**src/rtl/bus_cmd_master.sv**
```systemverilog
// bus_cmd_master: command FIFO feeding one register-bus cycle at a time, with ack timeout.
// Define READBACK_VERIFY_EN to read back and compare every successful masked write.
module bus_cmd_master #(
    parameter int ADDR_WIDTH = 16,
    parameter int FIFO_DEPTH = 4,
    parameter int TIMEOUT    = 15
) (
    input  logic                  bus_clk,
    input  logic                  bus_reset,
    input  logic                  cmd_valid,
    output logic                  cmd_ready,
    input  logic                  cmd_wr,
    input  logic [ADDR_WIDTH-1:0] cmd_addr,
    input  logic [15:0]           cmd_mask,
    input  logic [15:0]           cmd_data,
    output logic [ADDR_WIDTH-1:0] bus_addr,
    output logic [31:0]           bus_wr_data,
    output logic                  bus_we,
    output logic                  bus_re,
    input  logic [15:0]           bus_rd_data,
    input  logic                  bus_rd_ack,
    input  logic                  bus_wr_ack,
    output logic                  rsp_valid,
    output logic [15:0]           rsp_data,
    output logic                  rsp_err,
    output logic                  rsp_mismatch
);
    localparam int PW = $clog2(FIFO_DEPTH);
    localparam int EW = 1 + ADDR_WIDTH + 32;

    typedef enum logic [2:0] {
        IDLE,
        WR,
        RD,
`ifdef READBACK_VERIFY_EN
        VFY,
`endif
        RSP
    } state_t;

    state_t state, state_nxt;

    logic [EW-1:0]         fifo_mem [FIFO_DEPTH];
    logic [PW:0]           wptr, rptr;
    logic                  full, empty, push, pop;
    logic                  head_wr;
    logic [ADDR_WIDTH-1:0] head_addr;
    logic [15:0]           head_mask, head_data;
    logic [7:0]            tcnt;
    logic                  tout;

    // Extra pointer bit distinguishes full from empty when the indices match
    assign empty     = (wptr == rptr);
    assign full      = (wptr[PW] != rptr[PW]) && (wptr[PW-1:0] == rptr[PW-1:0]);
    assign cmd_ready = !full;
    assign push      = cmd_valid && !full;
    assign pop       = (state == IDLE) && !empty;
    assign {head_wr, head_addr, head_mask, head_data} = fifo_mem[rptr[PW-1:0]];

    always_ff @(posedge bus_clk) begin
        if (push) begin
            fifo_mem[wptr[PW-1:0]] <= {cmd_wr, cmd_addr, cmd_mask, cmd_data};
        end
    end

    assign bus_we    = (state == WR);
`ifdef READBACK_VERIFY_EN
    assign bus_re    = (state == RD) || (state == VFY);
`else
    assign bus_re    = (state == RD);
`endif
    assign rsp_valid = (state == RSP);
    assign tout      = (tcnt == 8'(TIMEOUT - 1));

    always_comb begin
        state_nxt = state;
        case (state)
            IDLE: if (!empty) state_nxt = head_wr ? WR : RD;
            WR: begin
                if (bus_wr_ack) begin
`ifdef READBACK_VERIFY_EN
                    state_nxt = VFY;
`else
                    state_nxt = RSP;
`endif
                end else if (tout) begin
                    state_nxt = RSP;
                end
            end
            RD: if (bus_rd_ack || tout) state_nxt = RSP;
`ifdef READBACK_VERIFY_EN
            VFY: if (bus_rd_ack || tout) state_nxt = RSP;
`endif
            RSP: state_nxt = IDLE;
            default: state_nxt = IDLE;
        endcase
    end

`ifdef READBACK_VERIFY_EN
    logic [15:0] cur_mask, cur_data;
`else
    assign rsp_mismatch = 1'b0;
`endif

    always_ff @(posedge bus_clk) begin
        if (bus_reset) begin
            state       <= IDLE;
            wptr        <= '0;
            rptr        <= '0;
            tcnt        <= '0;
            bus_addr    <= '0;
            bus_wr_data <= '0;
            rsp_data    <= '0;
            rsp_err     <= 1'b0;
`ifdef READBACK_VERIFY_EN
            cur_mask     <= '0;
            cur_data     <= '0;
            rsp_mismatch <= 1'b0;
`endif
        end else begin
            state <= state_nxt;
            if (push) wptr <= wptr + (PW+1)'(1);
            if (pop)  rptr <= rptr + (PW+1)'(1);
            // Counts strobe cycles within one state; any state change restarts it
            tcnt <= ((state_nxt == state) && (bus_we || bus_re)) ? tcnt + 8'd1 : '0;
            case (state)
                IDLE: begin
                    if (pop) begin
                        bus_addr    <= head_addr & ~ADDR_WIDTH'(3);
                        bus_wr_data <= head_wr ? {head_mask, head_data} : '0;
                        rsp_data    <= '0;
                        rsp_err     <= 1'b0;
`ifdef READBACK_VERIFY_EN
                        cur_mask     <= head_mask;
                        cur_data     <= head_data;
                        rsp_mismatch <= 1'b0;
`endif
                    end
                end
                WR: begin
                    if (bus_wr_ack) begin
`ifdef READBACK_VERIFY_EN
                        bus_wr_data <= '0;
`endif
                    end else if (tout) begin
                        rsp_err <= 1'b1;
                    end
                end
                RD: begin
                    if (bus_rd_ack)  rsp_data <= bus_rd_data;
                    else if (tout)   rsp_err  <= 1'b1;
                end
`ifdef READBACK_VERIFY_EN
                VFY: begin
                    if (bus_rd_ack) begin
                        rsp_data     <= bus_rd_data;
                        rsp_mismatch <= ((bus_rd_data ^ cur_data) & cur_mask) != '0;
                    end else if (tout) begin
                        rsp_err <= 1'b1;
                    end
                end
`endif
                default: ;
            endcase
        end
    end
endmodule

```
**config.mk**
```make
export PLATFORM = sky130hd
export DESIGN_NAME = bus_cmd_master
export DESIGN_NICKNAME = d
export VERILOG_FILES = /design/src/rtl/bus_cmd_master.sv
export SDC_FILE = /design/constraint.sdc
export NUM_CORES = 1
export LEC_CHECK = 0
export ABC_CLOCK_PERIOD_IN_PS = 6900
export BUFFER_PORTS_ARGS = -buffer_cell sky130_fd_sc_hd__buf_2
export CORE_MARGIN = 4
export CORE_UTILIZATION = 30
export DETAILED_ROUTE_END_ITERATION = 10
export GPL_TIMING_DRIVEN = 0
export PLACE_DENSITY = 0.55
export RECOVER_POWER = 50
export SLEW_MARGIN = 20
export SYNTH_ARGS = -nofsm -noshare
export SYNTH_HDL_FRONTEND = slang
export SYNTH_SLANG_ARGS = --single-unit
```
**constraint.sdc**
```tcl
create_clock -name bus_clk -period 6.9 [get_ports bus_clk]
set_input_delay 1.035 -clock bus_clk [delete_from_list [all_inputs] [get_ports bus_clk]]
set_output_delay 1.035 -clock bus_clk [all_outputs]
set_load 0.01 [all_outputs]
```
* Word-level counts from Yosys, hierarchy flattened
Memories as Yosys holds them, arrays and structs flattened. A register that Yosys moved wholly into a read port is not among the register bits. Index checks and enable logic that the tools add are counted.
Storage, ports and cells: register bits after elaboration 80, RAM bits 196, bits of input ports 70, word-level logic and storage cells 59, memories kept 1
Operators by class: add/subtract/negate cells 3, equality and inequality tests 12, muxes and demuxes 19, bitwise logic cells 1, reduce and logical (&&, ||, !) cells 15
Memories:
- fifo_mem | words 4, bits a word 49, read ports 1, clocked after memory_dff 1, write ports 1, RTL line 43 | logic [EW-1:0] fifo_mem [FIFO_DEPTH];
Operators with widths (number):
- 16-bit 2-to-1 mux | 2
- 32-bit 2-to-1 mux | 1
- 16-bit one-hot mux with 2 select lines | 1
- 3-bit 2-to-1 mux | 4
- 3-bit one-hot mux with 3 select lines | 1
- 8-bit by 1-bit adder with 8-bit output (second input constant) | 1
- 8-bit by 4-bit equality test with 1-bit output (second input constant) | 1
- 3-bit by 1-bit adder with 3-bit output (second input constant) | 2
- 3-bit by 2-bit equality test with 1-bit output (second input constant) | 2
- 3-bit equality test | 2
- 1-bit 2-to-1 mux | 6
- 2-bit 2-to-1 mux | 3
- 2-bit != test (second input constant) | 3
- 1-bit logical AND | 4
- 4-bit AND reduction | 1
- 3-bit by 1-bit equality test with 1-bit output (second input constant) | 1
- 3-bit zero test | 1
- 1-bit one-hot mux with 3 select lines | 1
- 3-bit AND reduction | 1
- 3-bit nonzero test | 1
- 2-bit equality test | 1
- 1-bit zero test | 2
- 1-bit logical OR | 2
- 2-bit by 1-bit != test with 1-bit output (second input constant) | 1
- 5 further kinds | 5

* Longest topological paths before layout
Gate-level depths: netlist (run 1).
depth after elaboration 8, depth in mapped cells 6, depth with buffers taken out 5

* Least setup slack after synthesis (run 1)
No wires, ideal clock.
kind input-to-reg, start point in cmd_valid, end point mem fifo_mem[0][0] (netlist name), enable pin, library setup time 409 ps, arrival time 2425 ps, setup slack 4066 ps, stages on the path 2, buffers on the path 0, cells stage by stage o31a_1 -> and2_1
On the way: word-level cells in the longest chain between the ends 3
RTL lines:
- from (decl) | RTL line 10 | input logic cmd_valid,
- 1-bit logical AND | RTL line 56 | assign push = cmd_valid && !full;
- 1-bit 2-to-1 mux | RTL line 61 | if (push) begin
- 1-bit 2-to-1 mux (not written as such) | RTL line 62 | fifo_mem[wptr[PW-1:0]] <= {cmd_wr, cmd_addr, cmd_mask, cmd_data};
- to (decl) | RTL line 43
No other way between the ends.

* Worst setup path after layout (run 1)
start point reg wptr[1], end point reg bus_wr_data[14]
On the way: word-level cells in the longest chain between the ends 4
RTL lines:
- from (decl) | RTL line 44 | logic [PW:0] wptr, rptr;
- from (signal assigned) | RTL line 122 | if (push) wptr <= wptr + (PW+1)'(1);
- 3-bit equality test | RTL line 53 | assign empty = (wptr == rptr);
- 1-bit zero test
- 1-bit logical AND | RTL line 57 | assign pop = (state == IDLE) && !empty;
- 2-bit AND reduction (no line)
- to (signal assigned) | RTL line 130 | bus_wr_data <= head_wr ? {head_mask, head_data} : '0;
- to (decl) | RTL line 17 | output logic [31:0] bus_wr_data,
No other way between the ends. A chain may end at the register's enable or synchronous reset.

==> results of run 1 <==
[layout by cell type (no fill, tap or decap), types with 9 or more instances in the layout]
cell | netlist | layout
sky130_fd_sc_hd__clkbuf_1 | 27 | 92
sky130_fd_sc_hd__dfxtp_1 | 82 | 82
sky130_fd_sc_hd__clkbuf_16 | 0 | 30
sky130_fd_sc_hd__nand4_1 | 32 | 32
sky130_fd_sc_hd__o211ai_1 | 5 | 16
sky130_fd_sc_hd__buf_4 | 13 | 9
sky130_fd_sc_hd__buf_2 | 4 | 86
sky130_fd_sc_hd__o211ai_2 | 27 | 16
sky130_fd_sc_hd__mux4_2 | 47 | 47
sky130_fd_sc_hd__nor3_1 | 23 | 23
sky130_fd_sc_hd__mux2i_1 | 32 | 32
sky130_fd_sc_hd__nand2_1 | 101 | 101
sky130_fd_sc_hd__edfxtp_1 | 188 | 188
sky130_fd_sc_hd__nor2b_1 | 37 | 37
[flip-flops by register name, summed over array words and instances, names as in the netlist, named ones only]
| name | cells |
|---|---|
| bus_addr | 14 |
| bus_wr_data | 32 |
| fifo_mem | 188 |
| rptr | 3 |
| rsp_data | 16 |
| rsp_err | 1 |
| state | 3 |
| tcnt | 8 |
| wptr | 3 |
[cells by family after synthesis]
kind of cell,share of synthesized area [%]
AOI/OAI and AO/OA,5.308
xor gates and xnor gates,1.142
adders and majority gates,0.8077
buffers and inverters,2.400
DFF,67.21
muxes,13.06
other,0.03458
and+or+nand+nor,10.04
[through the flow]
| stage | cells | hold slack [ns] | total power, mW | utilization [%] | setup slack (ns) |
|---|---|---|---|---|---|
| final | 1355 | 0.4628 | 4.305 | 36.56 | 3.631 |
| after global routing | 1355 | 0.4848 | 4.531 | 36.56 | 3.402 |
| after CTS | 1355 | 0.4662 | 4.407 | 37.01 | 3.927 |
| after detailed placement | 1299 | 0.4522 | 2.853 | 34.30 | 4.232 |
| after global placement | 1295 | 0.4494 | 2.840 | 34.02 | 2.836 |
| after floorplan | 700 | 0.4613 | 2.548 | - | 4.066 |
[per-layer routing]
| metal | vias to the layer above | wire length, um | GRT usage, % |
|---|---|---|---|
| li1 | 3020 | - | - |
| met1 | 3129 | 11430 | 17.26 |
| met2 | 140 | 11660 | 20.80 |
| met3 | 43 | 1405 | 2.705 |
| met4 | 4 | 509 | 2.652 |
| met5 | - | 21 | 0 |
[worst paths after layout]
kind	start	endpoint	cells past startpoint	slack, ns
max	wptr[1]	bus_wr_data[14]	4	3.63
min	bus_addr[10]	bus_addr[10]	2	0.46
max reg2reg	wptr[1]	bus_wr_data[14]	4	3.63
min reg2reg	bus_addr[10]	bus_addr[10]	2	0.46
[where the power goes]
part	leakage [nW]	internal [mW]	total, mW	switching [mW]
sequential	2.39	1.87	1.94	0.0685
combinational	1.64	0.351	0.829	0.478
clock	0.476	0.896	1.53	0.637
[critical path, delay by kind of cell, from the launching register on]
kind,cells,cell delay (ns)
XOR/XNOR,1,0.22
AO/OA/AOI/OAI,2,1.72
buffers and inverters,1,0.69
flip-flops,1,0.47
[cell type report]
| class | instances | area (um^2) |
|---|---|---|
| plain buffers | 47 | 214.0 |
| clock buffers | 42 | 845.8 |
| clock inverters | 14 | 120.1 |
| fillers | 3455 | 22560 |
| inverters | 8 | 30.03 |
| multi-input cells | 375 | 3237 |
| flip-flops and latches | 270 | 7287 |
| well taps | 461 | 576.8 |
| repair buffers | 138 | 694.4 |
==> flow_metrics.env, run 1 <==
export IMPL_placed_area_um2=12200
export IMPL_io_pin_count=140
export IMPL_path_cells="xor2_1 -> o311ai_0 -> clkbuf_1 -> o211ai_1"
export IMPL_syn_inst=697
export IMPL_portBuffers=134
export IMPL_grt_setup_unrepaired="false"
export IMPL_routed_via_count=6336
export IMPL_tightestPinTransition_ns=1.836
export IMPL_worst_endpoint_required_ns=7.30
export IMPL_outcome="finished with violations"
export IMPL_cts_clk_slew_worst_paths_ns=0.06
export IMPL_synth_cell_area_um2=10840
export IMPL_grt_overflow_total=0
export IMPL_drive_gt1_share_pct=24.94
export IMPL_report_final_setup_viol=0
export IMPL_cts_sink_count=270
export IMPL_worst_setup_path_type="reg2reg"
export IMPL_core_area_um2=35570
export IMPL_timing_final_crit_period_ns=3.269
export IMPL_post_cts_resized=0
export IMPL_grt_antenna_before_repair=2
export IMPL_yosys_area_top_type="sky130_fd_sc_hd__edfxtp_1"
export IMPL_syn_mean_instance_area_um2=15.56
export IMPL_crit_arrival_ns=3.67
export IMPL_dieWidth_um=198.1
export IMPL_post_synth_top_area_fraction_pct=52.07
export IMPL_ir_drop_v=0.0001972
export IMPL_num_nets_final=947
export IMPL_route_antenna_remaining_nets=0
export IMPL_ctsHtreeMaxLevel=1
export IMPL_wl_um=25020
export IMPL_drt_pre_antenna_iters=6
export IMPL_largest_clock_skew_in_the_final_design_ns=0.01839
export IMPL_wire_per_inst_um=18.47
export IMPL_timing_final_crit_share_pct=47.37
export IMPL_final_setup_tns_ns=0
export IMPL_post_synth_edffs=188
export IMPL_yosys_top_cells_count="188 x sky130_fd_sc_hd__edfxtp_1, 101 x sky130_fd_sc_hd__nand2_1, 82 x sky130_fd_sc_hd__dfxtp_1, 47 x sky130_fd_sc_hd__mux4_2, 37 x sky130_fd_sc_hd__nor2b_1"
export IMPL_drv_max_cap_violation_count=1
export IMPL_cts_inserted_buffers=30
export IMPL_diodes=0
export IMPL_maximum_number_of_pins_on_one_net_before_global_route_repair=36
export IMPL_hold_viol_final=0
export IMPL_final_max_slew_violation_count=8
export IMPL_drt_iter0_drcs=328
export IMPL_cts_root_buffer_cell="sky130_fd_sc_hd__clkbuf_16"
export IMPL_grt_util_all_layers_pct=12.60
export IMPL_floorplan_rows=69
export IMPL_worst_setup_path_end_kind="flop"
export IMPL_fp_dieH_um=198.1
export IMPL_first_global_vias=6554
export IMPL_stage_delay_of_the_slowest_cell_on_the_critical_path_ns=1.52
export IMPL_power_per_cell_area_nw_per_um2=331.0
export IMPL_ys_seq_elements=270
export IMPL_crit_fanout=10
export IMPL_fmax_mhz=305.9
export IMPL_synthFlopType="sky130_fd_sc_hd__edfxtp_1"
export IMPL_yosys_cell_count_top_type="sky130_fd_sc_hd__edfxtp_1"
export IMPL_clock_path_buffers=3
export IMPL_worst_path_max_delay_cell="sky130_fd_sc_hd__o311ai_0"
export IMPL_holdCritPathClass="reg2reg"
export IMPL_worst_slew_margin_rel_pct=-23.92
export IMPL_detailedPlacementHpwl_um=16610
export IMPL_ctsHoldBuffers=0
export IMPL_clkLatencyLatePin_ns=0.55
export IMPL_cts_tree="yes"
export IMPL_part_of_the_yosys_area_used_for_sequential_elements_pct=67.21
export IMPL_leakagePower_nw=4.507
export IMPL_area_growth_synth_to_final_pct=19.94
export IMPL_critical_path_startpoint_type="flop"
export IMPL_ys_top_cells_by_area="sky130_fd_sc_hd__edfxtp_1 52%, sky130_fd_sc_hd__dfxtp_1 15%, sky130_fd_sc_hd__mux4_2 9.8%"
export IMPL_viasPerCell=4.676
export IMPL_cts_setup_buffers=0
export IMPL_failed_checks="capacitance limit, slew limit"
export IMPL_die_area_um2=39250
export IMPL_drt_drc_violations_left=0
export IMPL_gpl_wtd_cong=0.7411
export IMPL_start_util_pct=30.48
export IMPL_fin_area_um2=13010
export IMPL_synth_distinct_cells=49
export IMPL_async_flop_share_pct=0
export IMPL_yosysWarningCount=0
export IMPL_wire_length_of_the_first_global_routing_pass_um=38580
No activity file was read; power rests on OpenSTA's default activity.
==> run 2: changes to the inputs <==
--- a/config.mk
+++ b/config.mk
@@ -5,13 +5,14 @@
 export SDC_FILE = /design/constraint.sdc
 export NUM_CORES = 1
 export LEC_CHECK = 0
-export ABC_CLOCK_PERIOD_IN_PS = 6900
+export ABC_AREA = 1
+export ABC_CLOCK_PERIOD_IN_PS = 2650
 export BUFFER_PORTS_ARGS = -buffer_cell sky130_fd_sc_hd__buf_2
 export CORE_MARGIN = 4
 export CORE_UTILIZATION = 30
 export DETAILED_ROUTE_END_ITERATION = 10
 export GPL_TIMING_DRIVEN = 0
-export PLACE_DENSITY = 0.55
+export PLACE_DENSITY = 0.57
 export RECOVER_POWER = 50
 export SLEW_MARGIN = 20
 export SYNTH_ARGS = -nofsm -noshare
==> constraint.sdc (replaced) <==
create_clock -name bus_clk -period 2.65 [get_ports bus_clk]
set_input_delay 0.3975 -clock bus_clk [delete_from_list [all_inputs] [get_ports bus_clk]]
set_output_delay 0.3975 -clock bus_clk [all_outputs]
set_load 0.01 [all_outputs]
==> run 2 against run 1 <==
  * The flow now finishes without violations
  * Combinational power grew 120%
  * Clock power rose to 2.6 times the previous value
  * Clock skew shrank 0.0033 ns
  * Register-to-register slack worse by 3.4 ns
  * Critical endpoint is now fifo_mem[3][27]
==> flow_metrics.env, run 2 <==
export IMPL_crit_arrival_ns=2.69
export IMPL_syn_inst=881
export IMPL_grt_antenna_before_repair=2
export IMPL_ys_seq_elements=270
export IMPL_detailroute_wirelength_met3_um=1573
export IMPL_worst_setup_path_end_kind="flop"
export IMPL_ctsHoldBuffers=0
export IMPL_report_final_setup_viol=0
export IMPL_final_max_slew_violation_count=0
export IMPL_worst_setup_path_type="reg2reg"
export IMPL_routed_via_count=7087
export IMPL_most_common_layout_cells="188 x sky130_fd_sc_hd__edfxtp_1, 144 x sky130_fd_sc_hd__clkbuf_1, 116 x sky130_fd_sc_hd__nand2_1"
export IMPL_instances_no_fill=1535
export IMPL_sw_frac_of_total_pct=27.95
export IMPL_cts_root_buffer_cell="sky130_fd_sc_hd__clkbuf_16"
export IMPL_wl_met2_um=12590
export IMPL_synth_distinct_cells=34
export IMPL_final_setup_worst_slack_ns=0.2148
export IMPL_route_antenna_remaining_nets=0
export IMPL_clock_path_buffers=3
export IMPL_hp_start="cmd_data[5]"
export IMPL_largest_family_of_logic_cells_by_synthesized_area="simple AND/OR/NAND/NOR gates"
export IMPL_crit_fanout=18
export IMPL_fin_area_um2=12680
export IMPL_start_util_pct=30.34
export IMPL_cts_tree="yes"
export IMPL_floorplan_rows=68
export IMPL_grt_overflow_total=0
export IMPL_synth_xor_area_share_pct=0.4200
export IMPL_worst_slew_margin_rel_pct=35.09
export IMPL_yosys_top_cells_count="188 x sky130_fd_sc_hd__edfxtp_1, 114 x sky130_fd_sc_hd__nand2_1, 104 x sky130_fd_sc_hd__nor2_1, 94 x sky130_fd_sc_hd__o21ai_0, 82 x sky130_fd_sc_hd__dfxtp_1"
export IMPL_async_flop_share_pct=0
export IMPL_holdCritPathClass="in2reg"
export IMPL_yosysWarningCount=0
export IMPL_power_sequential_fraction_pct=45.7
export IMPL_grt_setup_unrepaired="false"
export IMPL_yosys_area_share_adder_pct=0.8399
export IMPL_leakagePower_nw=4.214
export IMPL_top_layer_used="met5"
export IMPL_largest_clock_skew_in_the_final_design_ns=0.01507
export IMPL_hold_ws_ns=0.09723
export IMPL_syn_mean_instance_area_um2=11.84
export IMPL_r2r_worst_path_cells=7
export IMPL_compound_cell_area_share_of_the_yosys_netlist_pct=12.10
export IMPL_critical_path_startpoint_type="flop"
export IMPL_ys_top_cells_by_area="sky130_fd_sc_hd__edfxtp_1 54%, sky130_fd_sc_hd__dfxtp_1 16%, sky130_fd_sc_hd__o21ai_0 4.5%"
export IMPL_pre_cts_ws_ns=0.2005
export IMPL_die_area_um2=37810
export IMPL_gpl_wtd_cong=0.7686
export IMPL_internal_power_mw=7.703
export IMPL_area_growth_synth_to_final_pct=21.56
export IMPL_ir_drop_v=0.0005333
export IMPL_p_clk_share_pct=37.2
export IMPL_io_pin_count=140
export IMPL_wl_um=26760
export IMPL_hold_end="fifo_mem[3][5]"
export IMPL_dieWidth_um=194.4
export IMPL_post_synth_edffs=188
export IMPL_drt_drc_violations_left=0
export IMPL_final_setup_tns_ns=0
export IMPL_viasPerCell=4.617
export IMPL_cts_inserted_buffers=29
export IMPL_drt_iter0_drcs=366
export IMPL_placed_cells=1481
export IMPL_fmax_mhz=410.6
export IMPL_combinational_fraction_of_design_power_pct=17.0
export IMPL_yosys_area_top_type="sky130_fd_sc_hd__edfxtp_1"
export IMPL_ctsHtreeMaxLevel=1
export IMPL_core_area_um2=34370
export IMPL_post_synth_top_area_fraction_pct=54.14
export IMPL_synth_cell_area_um2=10430
export IMPL_clkLatencyLatePin_ns=0.55
export IMPL_r2r_start="wptr[0]"
export IMPL_num_nets_final=1134
export IMPL_cts_setup_buffers=0
export IMPL_power_switching_mw=2.988
export IMPL_yosys_cell_count_top_type="sky130_fd_sc_hd__edfxtp_1"
export IMPL_timing_final_crit_share_pct=91.90
export IMPL_worst_endpoint_required_ns=2.90
export IMPL_setup_slack_of_the_most_critical_reg_to_reg_path_ns=0.21
export IMPL_yosys_area_share_simple_pct=12.79
export IMPL_tightestPinTransition_ns=0.9736
export IMPL_drv_max_cap_violation_count=0
export IMPL_met1_length_um=12110
export IMPL_reg2reg_to="fifo_mem[3][27]"
export IMPL_cts_clk_slew_worst_paths_ns=0.06
export IMPL_min_delay_path_depth=1
export IMPL_wire_per_inst_um=17.43
export IMPL_fp_dieH_um=194.4
export IMPL_timing_final_crit_period_ns=2.435
export IMPL_cts_sink_count=270
export IMPL_grt_util_all_layers_pct=13.55
export IMPL_drt_pre_antenna_iters=5
export IMPL_maximum_number_of_pins_on_one_net_before_global_route_repair=23
export IMPL_diodes=0
export IMPL_post_synth_mux_area_share_pct=0
export IMPL_post_cts_resized=0
export IMPL_power_per_cell_area_nw_per_um2=843.4
export IMPL_first_global_vias=7014
export IMPL_hold_viol_final=0
export IMPL_wire_length_of_the_first_global_routing_pass_um=40650
export IMPL_part_of_the_yosys_area_used_for_sequential_elements_pct=69.88
export IMPL_portBuffers=134
export IMPL_synthFlopType="sky130_fd_sc_hd__edfxtp_1"
export IMPL_outcome="finished, final reports clean"
export IMPL_placed_area_um2=11890
export IMPL_largest_register_ff_count=188
export IMPL_mostFrequentLayoutCell="sky130_fd_sc_hd__edfxtp_1"
export IMPL_drive_gt1_share_pct=16.67
export IMPL_detailedPlacementHpwl_um=18090
==> run 2: power by group through the flow <==
| stage | registers (mW) | clock network, mW | logic [mW] |
|---|---|---|---|
| floorplan | 5.01 | 0 | 1.13 |
| global placement | 4.99 | 0 | 1.83 |
| detailed placement | 4.97 | 0 | 1.90 |
| CTS | 4.89 | 4.08 | 1.90 |
| global route | 4.91 | 4.24 | 2.03 |
| finish | 4.89 | 3.98 | 1.82 |
==> run 2: worst max path at each step <==
stage | slack (ns) | startpoint | cells past startpoint | end
floorplan | -0.72 | wptr[0] | 6 | fifo_mem[0][0]
global placement | -2.63 | wptr[0] | 6 | fifo_mem[0][22]
detailed placement | 0.20 | wptr[0] | 7 | fifo_mem[3][22]
CTS | 0.20 | wptr[1] | 7 | fifo_mem[3][4]
global route | 0.07 | wptr[0] | 7 | fifo_mem[3][30]
finish | 0.21 | wptr[0] | 7 | fifo_mem[3][27]
==> run 2: cells by family after synthesis <==
family          Yosys count
other cells               1
simple gates            298
buf+inv                  82
fa+ha+maj                 7
xor+xnor                  5
flops                   270
compound gates          218
==> run 2: final cells by class <==
cell class	count	area [um^2]
fill	3477	21700
clock inverter	16	166.4
buffer	52	290.3
tap	455	569.3
multi-input combinational	532	2751
inverter	30	116.4
sequential	270	7287
clock buffer	38	779.5
timing repair buffer	142	715.7
==> run 2: through the flow <==
stage,total power [mW],utilization (%)
after floorplan,6.145,-
after global placement,6.814,33.98
after detailed placement,6.870,34.60
after CTS,10.87,37.35
after global routing,11.18,36.88
final,10.69,36.88
==> run 2: critical path: stages, from the launching register on <==
cell and delay [ns]:
sky130_fd_sc_hd__dfxtp_1 0.39, sky130_fd_sc_hd__inv_1 0.12, sky130_fd_sc_hd__nand2_1 0.08, sky130_fd_sc_hd__nand2_1 0.09, sky130_fd_sc_hd__nand3b_1 0.16, sky130_fd_sc_hd__nand2_1 0.34
sky130_fd_sc_hd__nor2_4 0.70, sky130_fd_sc_hd__buf_16 0.24
==> run 2: per-layer routing <==
metal  global-route usage (%)  vias to the layer above
li1                         -                     3462
met1                    18.39                     3367
met2                    22.66                      210
met3                    2.929                       44
met4                    2.552                        4
met5                        0                        -
